$ cat config.mk
export PLATFORM = sky130hd
export DESIGN_NAME = fetch_unit
export DESIGN_NICKNAME = d
export VERILOG_FILES = /design/src/rtl/fetch_unit.sv
export SDC_FILE = /design/constraint.sdc
export NUM_CORES = 1
export LEC_CHECK = 0
export CELL_PAD_IN_SITES_DETAIL_PLACEMENT = 0
export CELL_PAD_IN_SITES_GLOBAL_PLACEMENT = 1
export CORE_MARGIN = 2
export CORE_UTILIZATION = 28
export CTS_CLUSTER_SIZE = 30
export DETAILED_ROUTE_END_ITERATION = 7
export PLACE_DENSITY_LB_ADDON = 0.2
export SYNTH_ARGS = -nofsm -noshare
export SYNTH_HDL_FRONTEND = slang
export SYNTH_SLANG_ARGS = --single-unit
$ cat constraint.sdc
create_clock -name clk -period 2.15 [get_ports clk]
set_input_delay 0.215 -clock clk [delete_from_list [all_inputs] [get_ports clk]]
set_output_delay 0.215 -clock clk [all_outputs]
set_load 0.02 [all_outputs]
$ cat src/rtl/fetch_unit.sv
// Instruction-fetch stage: owns the PC, drives the instruction-memory address and
// captures the returned word into the IF/ID register with its PC and a valid bit.
module fetch_unit #(
    parameter int unsigned MEM_DEPTH = 256,
    parameter logic [31:0] RESET_PC  = 32'h0000_0000,
    parameter logic [31:0] NOP_WORD  = 32'h0000_0000
) (
    input  logic        clk,
    input  logic        rst,
    input  logic        stall,
    input  logic        redirect_valid,
    input  logic [31:0] redirect_target,
    output logic [31:0] imem_addr,
    input  logic [31:0] imem_inst,
    output logic [31:0] ifid_inst,
    output logic [31:0] ifid_pc,
    output logic        ifid_valid,
    output logic [31:0] fetch_count
);

    localparam int unsigned AW = (MEM_DEPTH > 1) ? $clog2(MEM_DEPTH) : 1;
    localparam logic [31:0] ADDR_MASK = 32'(MEM_DEPTH - 1);

    typedef enum logic {
        BOOT = 1'b0,
        RUN  = 1'b1
    } state_t;

    state_t          state_q, state_d;
    logic [AW-1:0]   pc_q, pc_d;
    logic [31:0]     inst_d;
    logic [31:0]     ifpc_d;
    logic            valid_d;
    logic [31:0]     count_d;
    logic [AW-1:0]   target_c;

    // Redirect targets are folded into the memory's address range.
    assign target_c  = AW'(redirect_target & ADDR_MASK);
    assign imem_addr = 32'(pc_q);

    always_ff @(posedge clk) begin
        if (rst) begin
            state_q     <= BOOT;
            pc_q        <= AW'(RESET_PC);
            ifid_inst   <= NOP_WORD;
            ifid_pc     <= 32'd0;
            ifid_valid  <= 1'b0;
            fetch_count <= 32'd0;
        end else begin
            state_q     <= state_d;
            pc_q        <= pc_d;
            ifid_inst   <= inst_d;
            ifid_pc     <= ifpc_d;
            ifid_valid  <= valid_d;
            fetch_count <= count_d;
        end
    end

    // Next-state: BOOT waits one edge for the memory output; RUN is redirect > stall > advance.
    always_comb begin
        state_d = state_q;
        pc_d    = pc_q;
        inst_d  = ifid_inst;
        ifpc_d  = ifid_pc;
        valid_d = ifid_valid;
        count_d = fetch_count;

        case (state_q)
            BOOT: begin
                state_d = RUN;
                if (redirect_valid) begin
                    pc_d = target_c;
                end
            end
            RUN: begin
                if (redirect_valid) begin
                    pc_d    = target_c;
                    inst_d  = NOP_WORD;
                    valid_d = 1'b0;
                end else if (!stall) begin
                    inst_d  = imem_inst;
                    ifpc_d  = 32'(pc_q);
                    valid_d = 1'b1;
                    count_d = fetch_count + 32'd1;
                    pc_d    = pc_q + AW'(1);
                end
            end
            default: state_d = BOOT;
        endcase
    end

endmodule

Word level (Yosys, flattened, before mapping)
Cells that the tools add are included.

Flip-flop bits (word level): 82. Latch bits: 0. RAM bits: 0. Memory bits (read-only): 0. Output and inout bits: 129. Memories kept: 0.

Add/subtract/negate cells: 2. $mul: 0. Divide/modulo/power cells: 0. Magnitude comparators: 0. Equal/unequal tests: 3. Shifts and indexed selects: 0. Mux-type cells: 9. Bitwise operators: 3. Reduce and logical (&&, ||, !) cells: 3.

Operators by type and width (count): $mux W32 (2); $add A32 B1 Y32 const B (1); $mux W8 (3); $pmux W8 S2 (1); $add A8 B1 Y8 const B (1); $reduce_and A2 Y1 (2); $mux W1 (3); $ne A3 B3 Y1 const B (1); $not A1 Y1 (3); $reduce_and A3 Y1 (1); $ne A2 B1 Y1 const B (1); $ne A2 B2 Y1 const B (1).

Logic depth before layout (Yosys ltp)
Gate-level depths: netlist of run 1.

Depth after elaboration: 4. Gate-level depth with buffers: 7. Gate-level depth less buffers: 5.

Worst setup path before layout of run 1
No wires, ideal clock.

Kind: register to register. Start point: reg fetch_count[3]. End point: reg fetch_count[21]. Setup time: 132 ps. Data arrival time: 1647 ps. Required time: 2018 ps. Slack: 371 ps. Stages on the path, launching flop included: 8. Path buffers: 3. Clock period less this slack: 1779 ps. Cell sequence: dfxtp_1 -> and4_1 -> buf_4 -> nand4_4 -> buf_2 -> buf_1 -> o31ai_1 -> a21oi_1.

Word-level cells in the longest chain between the ends: 1.

RTL lines: from (decl) (RTL line 18) `output logic [31:0] fetch_count`; from (signal assigned) (RTL line 55) `fetch_count <= count_d;`; $add A32 B1 Y32 (RTL line 84) `count_d = fetch_count + 32'd1;`.

No other way between the ends. A chain may end at the register's enable or synchronous reset.

Worst setup path in the final report of run 1
Start point: reg state_q. End point: reg fetch_count[30].

Word-level cells in the longest chain between the ends: 1.

RTL lines: from (decl) (RTL line 29) `state_t state_q, state_d;`; from (signal assigned) (RTL line 50) `state_q <= state_d;`; $reduce_and A3 Y1 (no line).

No other way between the ends.

==> metrics, run 1 <==
H-tree Lvls 3; Clock Skew 0.008276 ns; height of the die 119.1 um; clock sink count 82; CP startpoint kind flip-flop; async set or reset register ratio after synthesis 0%; Arr. time, crit path 2.10 ns; fillers 1,343; Skew-Pair Late Insertion Delay 0.33 ns; CTS tree done; CTS Buf Count 9; power density over the cells 662.1 nW/um^2; layout cells sized above 1 7.207%; average via count per standard cell 4.624; DR pass1 iterations 4; library cells used by synthesis 38; vias in the first global route 3,202; clock slew at reported path FFs 0.06 ns; area after detailed placement 5035 um^2; Final Wtd Congestion 0.7905; Hold Crit Class input pin to flip-flop; ant diodes 0; Primary FF master, synth dfxtp_1; Critical Path Sink Type flip-flop; Longest Clk Path Bufs 2; routed wire length 9963 um; Synthesis Warnings 0; first-pass GRT wire length 16,280 um; # hold bufs at CTS 0; Antenna Nets Post-Route 0; critical path class flip-flop to flip-flop; maximum capacitance violations 0; IO Port Bufs 124; combinational power share 11.3%; design area 5328 um^2; sw frac 24.30%; fin crit share 85.30%; Int Pwr 2.670 mW; gr ovfl total 0; commonest non-fill, non-tap cells in the layout clkdlybuf4s50_1, dfxtp_1, nor2_1, conb_1, nand2_1; DRT iter0 DRCs 247; routed len/inst 13.63 um; Clock power frac 43.8%; static leakage 1.930 nW; Syn Inst Count 424; vias post-DR 3,380; final setup vio count 0; Root Driver clkbuf_16; sequential share of the synthesized area 44.22%; RSZ-0062 raised after global routing no; critical path required time 2.42 ns; maximum clock rate 545.3 MHz; io pins 197; DRC viols 0; Fin. Hold Viols 0; initial antenna violation count 0; Crit Path Max Fanout 10; Seq cells post-synth 82; Mean Syn Cell Area 8.755 um^2; Slew Limit Fails 0; Reg power frac 44.9%; Post-CTS Setup Inserts 0; post-CTS sizing 0; HPWL after DPL 6924 um; status complete, no violations; cell area after synthesis 3712 um^2; largest net degree at the start of global routing 41; Core Box Area 13,090 um^2; DIE WIDTH 119.1 um; global-route usage over all layers 14.27%; die area 14,200 um^2; commonest non-fill, non-tap cell in the layout clkdlybuf4s50_1; total chip power 3.527 mW; initial core utilization 28.37%; final worst path period need 1.834 ns; Final nets 622; peak supply drop 0.5063 mV; Post-synth EDFFs 0; # rows 42; sw power 857.1 uW; Area growth, synth to finish 43.51%; Fin Setup TNS 0 ns
## state kept, by name, indices dropped and copies added (netlist names)
register     flops
ifid_valid       1
pc_q             8
ifid_inst       32
ifid_pc          8
fetch_count     32
state_q          1
## worst max-delay path: stages (launching register included)
cell and delay [ns]:
dfxtp_1 0.45, and4bb_1 0.34, nand4_2 0.26, or4_1 0.56, a21oi_1 0.15
## layout make-up
| class | instances | area [um^2] | share of cell area [%] |
|---|---|---|---|
| Inverter | 6 | 22.52 | 0.4227 |
| Timing Repair Buffer | 145 | 1406 | 26.40 |
| Multi-Input combinational cell | 308 | 1744 | 32.74 |
| Tap cell | 176 | 220.2 | 4.133 |
| Clock inverter | 3 | 40.04 | 0.7515 |
| Clock buffer | 11 | 252.7 | 4.744 |
| Sequential cell | 82 | 1642 | 30.81 |
## logic make-up after synthesis
group / after synthesis / share of synthesized area (%)
AOI/OAI and AO/OA: 96 / 17.29
buffers and inverters: 81 / 13.78
DFF: 82 / 44.22
other: 1 / 0.1010
and+or+nand+nor: 147 / 20.39
adders and majority gates: 2 / 0.6740
xor gates and xnor gates: 15 / 3.539
## power groups by stage
| stage | registers [mW] | clock network, mW | logic, mW |
|---|---|---|---|
| after detailed placement | 1.62 | 0 | 0.399 |
| after global routing | 1.59 | 1.66 | 0.428 |
| after global placement | 1.62 | 0 | 0.398 |
| final | 1.58 | 1.54 | 0.398 |
| after floorplan | 1.65 | 0 | 0.239 |
| after CTS | 1.58 | 1.60 | 0.400 |
## path summary, 6_finish.rpt
check	end	cells past startpoint	slack [ns]	startpoint
setup / recovery	fetch_count[30]	4	0.32	state_q
hold / removal	ifid_inst[18]	2	0.28	rst
setup reg to reg	fetch_count[30]	4	0.32	state_q
hold reg to reg	ifid_pc[3]	2	0.46	ifid_pc[3]
## synth_stat cells (6+ instances only)
library cell	instances	area, um^2
inv_1	6	22.52
nand2_1	34	127.6
nand4_1	11	68.82
o31ai_1	16	120.1
dfxtp_1	82	1642
a22oi_1	32	240.2
clkbuf_1	16	60.06
or4_1	16	120.1
o21ai_0	6	30.03
a21oi_1	29	145.1
buf_4	50	375.4
nor2_1	51	191.4
nand3_1	10	50.05
xor2_1	11	96.34
## metrics by stage
stage,hold slack (ns),utilization (%),setup slack [ns],instances
after CTS,0.2699,40.72,0.3042,731
after global placement,0.4468,38.48,0.04061,717
final,0.2796,40.72,0.3161,731
after floorplan,0.3141,-,0.3708,471
after global routing,0.3022,40.72,0.1736,731
after detailed placement,0.4514,38.48,0.004615,717
## layer usage
layer	wire, um	GRT usage, %
met2	4512	21.84
met3	895	6.753
met1	4479	18.24
met5	0	0
met4	76	3.199
Note: power is estimated with default switching activity, not from simulation.
==> run 2: changes to the inputs <==
--- a/config.mk
+++ b/config.mk
@@ -11,7 +11,7 @@
 export CORE_UTILIZATION = 28
 export CTS_CLUSTER_SIZE = 30
 export DETAILED_ROUTE_END_ITERATION = 7
-export PLACE_DENSITY_LB_ADDON = 0.2
+export PLACE_DENSITY = 0.91
 export SYNTH_ARGS = -nofsm -noshare
 export SYNTH_HDL_FRONTEND = slang
 export SYNTH_SLANG_ARGS = --single-unit
==> metrics, run 2 (synthesized netlist as in run 1, its figures left out) <==
status complete, no violations; CP startpoint kind flip-flop; final worst path period need 1.902 ns; maximum capacitance violations 0; Clock power frac 44.1%; worst slew pin tran 0.6486 ns; Max-slew headroom 56.76%; ant diodes 0; # hold bufs at CTS 0; routed wire length 9534 um; vias in the first global route 3,194; critical path required time 2.42 ns; Hold Crit Class input pin to flip-flop; Root Driver clkbuf_16; DRT iter0 DRCs 166; critical path class flip-flop to flip-flop; Final nets 619; Antenna Nets Post-Route 0; Fin Setup TNS 0 ns; max incr delay on CP 0.61 ns; static leakage 1.919 nW; reg2reg setup slack 0.25 ns; average via count per standard cell 4.635; GR peak layer met2; fin util 40.64%; CP cell instances and4_1 > nand4_4 > or4_1 > a21oi_1; Post-CTS Setup Inserts 0; DRC viols 0; die area 14,200 um^2; Crit Path Max Fanout 33; sw power 832.6 uW; global-route usage over all layers 13.25%; reg-to-reg startpoint fetch_count[8]; IO Port Bufs 124; Area growth, synth to finish 43.24%; commonest non-fill, non-tap cells in the layout clkdlybuf4s50_1, dfxtp_1, nor2_1, conb_1, nand2_1; Core Box Area 13,090 um^2; vias post-DR 3,379; RSZ-0062 raised after global routing no; initial core utilization 28.37%; Longest Clk Path Bufs 2; sw frac 23.51%; HPWL after DPL 6884 um; Int Pwr 2.709 mW; final setup vio count 0; path depth of the worst reg2reg path 4; Final Wtd Congestion 0.8217; io pins 197; min-delay src rst; post-CTS sizing 0; DR pass1 iterations 4; initial antenna violation count 0; Top Registers fetch_count x32, ifid_inst x32; peak supply drop 0.3124 mV; power density over the cells 666.0 nW/um^2; routed len/inst 13.08 um; clock sink count 82; maximum clock rate 525.7 MHz; reg2reg end fetch_count[27]; Hold EP ifid_inst[20]; combinational power share 11.0%; fin crit share 88.48%; Fin. Hold Viols 0; largest net degree at the start of global routing 48; CTS tree done; GR Layer Usage met3 4.167%; Hold Crit Depth 2; height of the die 119.1 um; first-pass GRT wire length 15,230 um; Clock Skew 0.004775 ns; Skew-Pair Late Insertion Delay 0.34 ns; H-tree Lvls 3; clock slew at reported path FFs 0.06 ns; DIE WIDTH 119.1 um; Critical Path Sink Type flip-flop; gr ovfl total 0; # rows 42; commonest non-fill, non-tap cell in the layout clkdlybuf4s50_1; layout cells sized above 1 6.691%; Reg power frac 44.8%; Slowest cell on crit path or4_1; Slew Limit Fails 0; M1 GR Usage 15.30%; Arr. time, crit path 2.17 ns; grt met2 use 22.31%; CTS Buf Count 9
## run 2: power groups by stage
stage               sequential, mW  combinational [mW]  clock (mW)
finish                        1.59               0.391        1.56
detailed placement            1.62               0.392           0
floorplan                     1.65               0.239           0
global route                  1.59               0.420        1.67
CTS                           1.59               0.393        1.62
global placement              1.62               0.386           0
## run 2: critical path, delay by kind of cell, from the launching register on
family	cells	cell delay (ns)
AO/OA/AOI/OAI	1	0.15
flip-flops	1	0.40
AND/OR/NAND/NOR	3	1.28
## run 2: routing by layer
layer  part of all wire [%]  vias to the layer above  routed length [um]
met3                    7.0                       15                 666
met2                     49                      120                4698
met1                     42                     1577                4003
li1                       -                     1667                   -
met4                    1.7                        0                 165
met5                      0                        -                   0
## run 2: area by class of cell
class	count	area (um^2)
Clock inverter	2	35.03
Fill cell	1295	7767
Sequential cell	82	1642
Multi-Input combinational cell	308	1744
Timing Repair Buffer	142	1384
Tap cell	176	220.2
Clock buffer	13	270.3
Inverter	6	22.52
## run 2: stage by stage
step | cells | setup slack (ns) | instance area (um^2) | hold slack (ns) | power, mW
after floorplan | 471 | 0.3708 | 3889 | 0.3141 | 1.891
after global placement | 714 | 0.07849 | 5012 | 0.4443 | 2.004
after detailed placement | 714 | 0.03043 | 5012 | 0.4494 | 2.011
after CTS | 729 | 0.2442 | 5318 | 0.3794 | 3.595
after global routing | 729 | 0.08608 | 5318 | 0.4212 | 3.685
final | 729 | 0.2477 | 5318 | 0.3958 | 3.542
## run 2: how the worst max path moves through the flow
stage / endpoint / from / depth (start not counted) / slack, ns
floorplan: fetch_count[21] / fetch_count[3] / 7 / 0.37
global placement: fetch_count[26] / stall / 5 / 0.08
detailed placement: fetch_count[26] / stall / 5 / 0.03
CTS: fetch_count[25] / fetch_count[8] / 4 / 0.24
global route: fetch_count[25] / fetch_count[8] / 4 / 0.09
finish: fetch_count[27] / fetch_count[8] / 4 / 0.25
